## src/rtl/calc_pkg.sv

```systemverilog
// Shared command, status and FSM state encodings for the calculator command arbiter.
package calc_pkg;

  typedef enum logic [3:0] {
    DIG0 = 4'h0, DIG1 = 4'h1, DIG2 = 4'h2, DIG3 = 4'h3, DIG4 = 4'h4,
    DIG5 = 4'h5, DIG6 = 4'h6, DIG7 = 4'h7, DIG8 = 4'h8, DIG9 = 4'h9,
    ADD  = 4'hA, SUB  = 4'hB, MUL  = 4'hC, CLR  = 4'hD, EQ   = 4'hE,
    NOP  = 4'hF
  } cmd_t;

  typedef enum logic [1:0] {
    ST_READY = 2'b00,
    ST_BUSY  = 2'b01,
    ST_ERR   = 2'b10,
    ST_OVF   = 2'b11
  } status_t;

  typedef enum logic [2:0] {
    S_IDLE     = 3'd0,
    S_HOLD     = 3'd1,
    S_GAP      = 3'd2,
    S_WAIT_RDY = 3'd3,
    S_FLUSH    = 3'd4
  } arb_state_t;

  // EQ and CLR terminate the expression and release the lock.
  function automatic logic ends_expr(input cmd_t c);
    return (c == EQ) || (c == CLR);
  endfunction

endpackage

```

## src/rtl/calc_pulse_timer.sv

```systemverilog
// Loadable down-counter that stops at zero; done_o is high while the count is zero.
module calc_pulse_timer #(
  parameter int unsigned WIDTH = 4
) (
  input  logic             clock,
  input  logic             reset,
  input  logic             load_i,
  input  logic [WIDTH-1:0] load_val_i,
  output logic             done_o
);

  logic [WIDTH-1:0] cnt_q;

  always_ff @(posedge clock) begin
    if (!reset) begin
      cnt_q <= '0;
    end else if (load_i) begin
      cnt_q <= load_val_i;
    end else if (cnt_q != '0) begin
      cnt_q <= cnt_q - 1'b1;
    end
  end

  assign done_o = (cnt_q == '0);

endmodule

```

## src/rtl/calc_cmd_arbiter.sv

```systemverilog
// Arbitrates keypad (A) and macro (B) commands onto the calculator cmd bus,
// pulsing each for HOLD_CYC cycles with a GAP_CYC NOP gap and per-expression locking.
module calc_cmd_arbiter
  import calc_pkg::*;
#(
  parameter int unsigned HOLD_CYC     = 10,
  parameter int unsigned GAP_CYC      = 10,
  parameter int unsigned LOCK_TIMEOUT = 1000
) (
  input  logic       clock,
  input  logic       reset,
  input  logic       req_a,
  input  logic [3:0] cmd_a,
  output logic       ack_a,
  input  logic       req_b,
  input  logic [3:0] cmd_b,
  output logic       ack_b,
  input  logic [1:0] calc_status,
  output logic [3:0] cmd_out,
  output logic [1:0] grant,
  output logic       locked,
  output logic [2:0] state
);

  localparam int unsigned TMAX = (HOLD_CYC > GAP_CYC) ? HOLD_CYC : GAP_CYC;
  localparam int unsigned TW   = $clog2(TMAX + 1);
  localparam int unsigned IW   = $clog2(LOCK_TIMEOUT + 1);
  localparam logic [TW-1:0] HOLD_LD = TW'(HOLD_CYC - 1);
  localparam logic [TW-1:0] GAP_LD  = TW'(GAP_CYC - 1);

  arb_state_t    state_q;
  cmd_t          cmd_out_q;
  logic          ack_a_q, ack_b_q;
  logic [1:0]    grant_q;
  logic          locked_q;
  logic          ptr_q;        // 0: A has priority on contention, 1: B
  logic          release_q;
  logic          flush_gap_q;
  logic [IW-1:0] idle_cnt_q;

  status_t       status;
  logic          acc_a, acc_b, acc, owner_req, timeout_hit;
  cmd_t          acc_cmd;
  logic          tmr_load, tmr_done;
  logic [TW-1:0] tmr_val;

  assign status = status_t'(calc_status);

  always_comb begin
    acc_a     = 1'b0;
    acc_b     = 1'b0;
    owner_req = locked_q && (grant_q[0] ? req_a : req_b);
    if (state_q == S_IDLE && status != ST_BUSY) begin
      if (locked_q) begin
        acc_a = grant_q[0] && req_a;
        acc_b = grant_q[1] && req_b;
      end else if (req_a && req_b) begin
        acc_a = !ptr_q;
        acc_b = ptr_q;
      end else begin
        acc_a = req_a;
        acc_b = req_b;
      end
    end
    acc         = acc_a || acc_b;
    acc_cmd     = acc_b ? cmd_t'(cmd_b) : cmd_t'(cmd_a);
    timeout_hit = (state_q == S_IDLE) && locked_q && !owner_req &&
                  (idle_cnt_q == IW'(LOCK_TIMEOUT - 1));
  end

  // One timer serves HOLD, GAP and both FLUSH phases; it is reloaded on each phase entry.
  always_comb begin
    tmr_load = 1'b0;
    tmr_val  = '0;
    case (state_q)
      S_IDLE: begin
        if ((acc && acc_cmd != NOP) || timeout_hit) begin
          tmr_load = 1'b1;
          tmr_val  = HOLD_LD;
        end
      end
      S_HOLD: begin
        if (tmr_done) begin
          tmr_load = 1'b1;
          tmr_val  = GAP_LD;
        end
      end
      S_WAIT_RDY: begin
        if (status == ST_ERR || status == ST_OVF) begin
          tmr_load = 1'b1;
          tmr_val  = HOLD_LD;
        end
      end
      S_FLUSH: begin
        if (tmr_done && !flush_gap_q) begin
          tmr_load = 1'b1;
          tmr_val  = GAP_LD;
        end
      end
      default: ;
    endcase
  end

  calc_pulse_timer #(.WIDTH(TW)) u_timer (
    .clock      (clock),
    .reset      (reset),
    .load_i     (tmr_load),
    .load_val_i (tmr_val),
    .done_o     (tmr_done)
  );

  always_ff @(posedge clock) begin
    if (!reset) begin
      state_q     <= S_IDLE;
      cmd_out_q   <= NOP;
      ack_a_q     <= 1'b0;
      ack_b_q     <= 1'b0;
      grant_q     <= 2'b00;
      locked_q    <= 1'b0;
      ptr_q       <= 1'b0;
      release_q   <= 1'b0;
      flush_gap_q <= 1'b0;
      idle_cnt_q  <= '0;
    end else begin
      ack_a_q <= 1'b0;
      ack_b_q <= 1'b0;
      case (state_q)
        S_IDLE: begin
          // A stalled non-owner is served first once the lock drops.
          if (locked_q && (grant_q[0] ? req_b : req_a)) ptr_q <= grant_q[0];
          if (acc) begin
            ack_a_q    <= acc_a;
            ack_b_q    <= acc_b;
            idle_cnt_q <= '0;
            if (!locked_q && req_a && req_b) ptr_q <= !ptr_q;
            if (acc_cmd != NOP) begin
              cmd_out_q <= acc_cmd;
              state_q   <= S_HOLD;
              release_q <= ends_expr(acc_cmd);
              if (!locked_q) begin
                locked_q <= 1'b1;
                grant_q  <= acc_b ? 2'b10 : 2'b01;
              end
            end
          end else if (locked_q && !owner_req) begin
            if (timeout_hit) begin
              state_q     <= S_FLUSH;
              cmd_out_q   <= CLR;
              flush_gap_q <= 1'b0;
              idle_cnt_q  <= '0;
            end else begin
              idle_cnt_q <= idle_cnt_q + 1'b1;
            end
          end
        end
        S_HOLD: begin
          if (tmr_done) begin
            cmd_out_q <= NOP;
            state_q   <= S_GAP;
          end
        end
        S_GAP: begin
          if (tmr_done) begin
            state_q <= S_WAIT_RDY;
            if (release_q) begin
              locked_q  <= 1'b0;
              grant_q   <= 2'b00;
              release_q <= 1'b0;
            end
          end
        end
        S_WAIT_RDY: begin
          case (status)
            ST_READY: state_q <= S_IDLE;
            ST_BUSY:  state_q <= S_WAIT_RDY;
            default: begin
              state_q     <= S_FLUSH;
              cmd_out_q   <= CLR;
              flush_gap_q <= 1'b0;
            end
          endcase
        end
        S_FLUSH: begin
          if (tmr_done) begin
            if (!flush_gap_q) begin
              cmd_out_q   <= NOP;
              flush_gap_q <= 1'b1;
            end else begin
              state_q     <= S_IDLE;
              locked_q    <= 1'b0;
              grant_q     <= 2'b00;
              release_q   <= 1'b0;
              flush_gap_q <= 1'b0;
              idle_cnt_q  <= '0;
            end
          end
        end
        default: state_q <= S_IDLE;
      endcase
    end
  end

  assign cmd_out = cmd_out_q;
  assign ack_a   = ack_a_q;
  assign ack_b   = ack_b_q;
  assign grant   = grant_q;
  assign locked  = locked_q;
  assign state   = state_q;

endmodule

```

## config.mk

```make
export PLATFORM = sky130hd
export DESIGN_NAME = calc_cmd_arbiter
export DESIGN_NICKNAME = d
export VERILOG_FILES = /design/src/rtl/calc_pkg.sv /design/src/rtl/calc_pulse_timer.sv /design/src/rtl/calc_cmd_arbiter.sv
export SDC_FILE = /design/constraint.sdc
export NUM_CORES = 1
export LEC_CHECK = 0
export ABC_AREA = 1
export BUFFER_PORTS_ARGS = -buffer_cell sky130_fd_sc_hd__buf_2
export CAP_MARGIN = 10
export CORE_MARGIN = 4
export CORE_UTILIZATION = 25
export CTS_BUF_LIST = sky130_fd_sc_hd__clkbuf_16
export DETAILED_ROUTE_END_ITERATION = 10
export GPL_TIMING_DRIVEN = 0
export PLACE_DENSITY = 0.47
export SETUP_SLACK_MARGIN = 0.4
export SYNTH_ARGS = -nofsm -noshare
export SYNTH_HDL_FRONTEND = slang
export SYNTH_SLANG_ARGS = --single-unit
```

## constraint.sdc

```tcl
create_clock -name clock -period 2.2 [get_ports clock]
set_clock_uncertainty 0.1 [all_clocks]
set_input_delay 0 -clock clock [delete_from_list [all_inputs] [get_ports clock]]
set_output_delay 0 -clock clock [all_outputs]
set_load 0.02 [all_outputs]
```

Word level (Yosys, flattened, before mapping)
Cells that the tools add are included.
- input bits: 14
- word-level logic and storage cells: 157
- ROM bits: 0
- output and inout port bits: 12
- latch bits: 0
- memories: 0
- bits in registers: 29
- memory bits (writable): 0
- bitwise gates (word level): 0
- multipliers: 0
- muxes and demuxes: 76
- equality and inequality tests: 28
- reduce and logical (&&, ||, !) cells: 40
- add/subtract/negate cells: 2
- order comparisons: 0
- shift operators: 0
- divide/modulo/power cells: 0
- operators by type and width (cell ; count):
    two-way mux 4 bit ; 15
    two-way mux 10 bit ; 5
    case mux 4 bit (4 select lines) ; 2
    two-way mux 1 bit ; 30
    two-way mux 3 bit ; 8
    != test 2 bit, second input constant ; 11
    case mux 10 bit (2 select lines) ; 1
    two-way mux 2 bit ; 8
    AND reduction 8 bit ; 2
    case mux 3 bit (5 select lines) ; 1
    logical AND 1 bit ; 14
    AND reduction 7 bit ; 2
    AND reduction 6 bit ; 2
    adder 10 x 1 -> 10 bit, second input constant ; 1
    equality test 10 bit, second input constant ; 1
    case mux 1 bit (3 select lines) ; 3
    equality test 4 bit, second input constant ; 2
    nonzero test 4 bit ; 2
    equality test 3 x 2 -> 1 bit, second input constant ; 2
    != test 2 x 1 -> 1 bit, second input constant ; 3
    != test 3 x 2 -> 1 bit, second input constant ; 2
    case mux 2 bit (3 select lines) ; 1
    case mux 3 bit (2 select lines) ; 1
    nonzero test 3 bit ; 2
    other kinds (17) ; 25

Longest topological paths before layout
- depth after elaboration: 11
- gate-level depth with buffers: 15
- depth with buffers taken out: 15

Hierarchy
Synthesis repeated with hierarchy kept, for this count alone.
- cell total of the unflattened synthesis: 309
- area, all modules: 2038.2 µm²
- modules (own cells, without submodules) (module ; cells an instance ; area each (µm²) ; seq. area each (µm²) ; instances):
    calc_cmd_arbiter ; 269 ; 1790.5 ; 500.5 ; 1
    calc_pulse_timer ; 40 ; 247.7 ; 80.1 ; 1

Worst setup path before layout
Ideal clock, no wire load.
- path kind: flip-flop to flip-flop
- start point: register u_timer.cnt_q[0]
- end point: register idle_cnt_q[8]
- arrival: 1.710 ns
- path buffers: 1
- data required time: 1.983 ns
- clock period less this slack: 1.927 ns
- library setup time: 0.117 ns
- stages on the path, launching flop included: 13
- setup slack: 0.273 ns
- path through: dfxtp_1 > inv_1 > ha_1 > nand2_1 > nor2_4 > inv_1 > o31ai_1 > nand2_4 > inv_2 > buf_6 > nand3_2 > xor2_1 > nor2_1
- longest elaborated chain between the ends: 3
- ends and longest elaborated chain (element ; RTL line ; RTL):
    start: declaration ; calc_pulse_timer.sv:12 ; logic [WIDTH-1:0] cnt_q;
    start signal: assignment ; calc_pulse_timer.sv:18 ; cnt_q <= load_val_i;
    start signal: assignment ; calc_pulse_timer.sv:20 ; cnt_q <= cnt_q - 1'b1;
    zero test 4 bit ; calc_pulse_timer.sv:24 ; assign done_o = (cnt_q == '0);
    != test 2 bit (no line) ; - ;
    AND reduction 4 bit (no line) ; - ;
    end signal: assignment ; calc_cmd_arbiter.sv:152 ; idle_cnt_q <= idle_cnt_q + 1'b1;
    end: declaration ; calc_cmd_arbiter.sv:39 ; logic [IW-1:0] idle_cnt_q;
Every way passes these cells.
A chain may end at the register's enable or synchronous reset.

Worst setup path after layout
- start point: register state_q[1], in the netlist state[1]
- end point: register grant_q[1], in the netlist grant[1]
- longest elaborated chain between the ends: 8
- elaborated cells on any way between the ends: 23
- classes of those cells: eq/ne: 10; mux: 8; reduce/logical: 5
- ends and longest elaborated chain (element ; RTL line ; RTL):
    start: declaration ; calc_cmd_arbiter.sv:31 ; arb_state_t state_q;
    start signal: assignment ; calc_cmd_arbiter.sv:114 ; state_q <= S_IDLE;
    start signal: assignment ; calc_cmd_arbiter.sv:138 ; state_q <= S_HOLD;
    start signal: assignment ; calc_cmd_arbiter.sv:147 ; state_q <= S_FLUSH;
    zero test 3 bit ; calc_cmd_arbiter.sv:53, calc_cmd_arbiter.sv:127 ;
    logical AND 1 bit ; calc_cmd_arbiter.sv:53 ; if (state_q == S_IDLE && status != ST_BUSY) begin
    two-way mux 1 bit ; calc_cmd_arbiter.sv:53 ;
    two-way mux 2 bit ; calc_cmd_arbiter.sv:142 ; grant_q <= acc_b ? 2'b10 : 2'b01;
    two-way mux 2 bit ; calc_cmd_arbiter.sv:140 ; if (!locked_q) begin
    two-way mux 2 bit ; calc_cmd_arbiter.sv:136 ; if (acc_cmd != NOP) begin
    two-way mux 2 bit ; calc_cmd_arbiter.sv:131 ; if (acc) begin
    case mux 2 bit (3 select lines) ; calc_cmd_arbiter.sv:127 ; case (state_q)
    end signal: assignment ; calc_cmd_arbiter.sv:142 ;
    end: declaration ; calc_cmd_arbiter.sv:34 ; logic [1:0] grant_q;
Parallel ways exist; a longest one is shown, timed or not. The select of a mux whose other input is x is not followed.

==> metrics.txt <==
width of the die about 94 um; maximum achievable frequency 532 MHz; Tot GR Track Use 0.124; core area approximately 7000 um^2; Synth top area share 0.316; Main synth FF type dfxtp_1; Vias/cell 4.39; Final #Nets about 360; WL final ~5100 um; Tot Pwr roughly 4 mW; status finished clean; commonest cells after routing, fill and taps aside nand2_1, nor2_1, inv_1; port bufs 25; post-DP HPWL 3690 um; R2R Path Start state[1]; met2 WL post-DR 2350 um; hold path startpoint calc_status[1]; wire per inst 11.7 um; gpl congestion around 0.87; Clock transition at path regs approximately 0.05 ns; Final Hold Fails 0; Seq/Total Area, Yosys 0.316; Synth area leaders dfxtp_1, nand2_1, nor2_1; syn avg cell area ~6.5 um^2; vias after detailed routing 1928; Yosys reg bits 29; sequential cell area 594 um^2; largest net degree at the start of global routing 11; Post-synth EDFFs 0; Final TNS setup 0 ns; wl on met1 2430 um; DR top layer met4; WS Path Type reg2reg; CTS Buffer Depth 2; worst endpoint required time 2.26 ns; n_diodes 0; WP data arrival 1.94 ns; yosys warns 0; Post-Synthesis Cells 282; initial antenna violation count 0; Rel. slew slack 0.675; leakage 1.19 nW; IO Pins 26; Max-Cap Viols 0; CP Launch Point state[1]; Crit. End Element register; RSZ-0062 raised after global routing yes; biggest area consumer among synthesized cells dfxtp_1; final setup violation count 0; slew of the pin with the lowest slew margin 0.485 ns; Worst Path Max Fanout 8; count of cell types in the netlist 35; most common cell after layout, fill and taps aside nand2_1; H-tree levels 2; Syn-to-layout area delta 43.0%; Root Buffer clkbuf_16; final period demand of the worst path around 1.9 ns; ys async rst share 0; area of the multi-input gates 1210 um^2; clock sinks 29; first-pass GRT wire length 8670 um; CP startpoint kind register; Die Area 8790 um^2; row count 31; layout cells sized above 1 0.356; worst IR drop on VDD approximately 0.55 mV; Initial DRC Count 54; DRC viols 0; Power Dens Cells about 1500 nW/um^2; clock latency on the worst-skew pair 0.27 ns; CTS Buf Count 5; Final Cycle Share 0.854; Syn Std Cell Area 1840 um^2; vias in the first global route 1887; first-pass iteration count of the detailed router 5; die height 93.8 um; Routed met3 length 262 um; FILL cells 810; fin. max-slew vios 0; Detail Route Antenna Nets 0; Starting Density 0.255; GRT overflow 0; CTS tree done; net count after synthesis roughly 300; worst hold path class in2reg
routing by layer:
metal,up-vias,track usage
met3,7,0.0345
met2,38,0.198
met5,-,0
met4,0,0.0445
li1,1014,-
met1,869,0.158
worst max-delay path, cell delays in order, from the launching register on:
cell and delay [ns]:
dfxtp_4 0.34, nor2_4 0.13, nand2_4 0.10, nor2_8 0.16, nand2_8 0.11, nand2_2 0.08, nand2_2 0.08, nor2_4 0.20
nand3_2 0.11, nand4_1 0.17, nand2_1 0.07, nand2_1 0.07, nor2_2 0.05
registers in the layout, indices dropped and copies added, names as in the netlist:
name           cells
ptr_q              1
grant              2
ack_a              1
flush_gap_q        1
state              3
idle_cnt_q        10
locked             1
cmd_out            4
release_q          1
ack_b              1
u_timer.cnt_q      4
layout make-up:
cell class	instances	area share
clock inverters	3	0.0143
well taps	99	0.0471
inverters	48	0.0723
multi-input cells	203	0.460
plain buffers	2	0.00571
flip-flops and latches	29	0.226
clock buffers	5	0.0476
repair buffers	50	0.127
kinds of logic (layout without fill, tap and decap cells):
| group | Yosys count | count (layout) | synth area share |
|---|---|---|---|
| buffers and inverters | 50 | 108 | 0.107 |
| flip-flops | 29 | 29 | 0.316 |
| XOR/XNOR | 3 | 3 | 0.0143 |
| AND/OR/NAND/NOR | 167 | 167 | 0.449 |
| AO/OA/AOI/OAI | 31 | 31 | 0.100 |
| adder cells (fa/ha/maj) | 2 | 2 | 0.0136 |
synthesized netlist by cell type, types with 4 or more instances:
master and instances:
nand2_1 61, nor2_1 46, inv_1 39, dfxtp_1 29, nand3_1 21, a21oi_1 11
nor3_1 9, o21ai_0 9, inv_2 8, nand4_1 6, nand2_2 4, nand2_4 4
what timing repair did:
item	in CTS	in global routing
hold buffers	1	0
endpoints found under the hold margin	2	0
endpoints found under the setup margin	25	27
gates resized for setup	35	12
buffers inserted	23	1
pin swaps	27	9
where the power goes:
part	total, mW	switching, mW	internal (mW)
Clock	0.753	0.228	0.525
Sequential	0.773	0.102	0.671
Combinational	2.38	1.39	0.986
Total	3.90	1.72	2.18
worst paths after layout:
kind / end / slack, ns / cells after the start
max: grant[1] / 0.32 / 12
min: state[2] / 0.08 / 5
max reg2reg: grant[1] / 0.32 / 12
min reg2reg: idle_cnt_q[7] / 0.35 / 2
through the flow:
stage                     hold WS, ns  instance area (um^2)  cells  setup slack, ns   util
after floorplan                0.0367                  1860    282            0.398      -
after global placement          0.214                  2110    406            0.142  0.292
after detailed placement        0.213                  2110    406            0.142  0.292
after CTS                      0.0734                  2590    438            0.321  0.358
after global routing            0.164                  2630    439            0.169  0.365
final                          0.0849                  2630    439            0.321  0.365
Power figures use the tool's default switching activity.
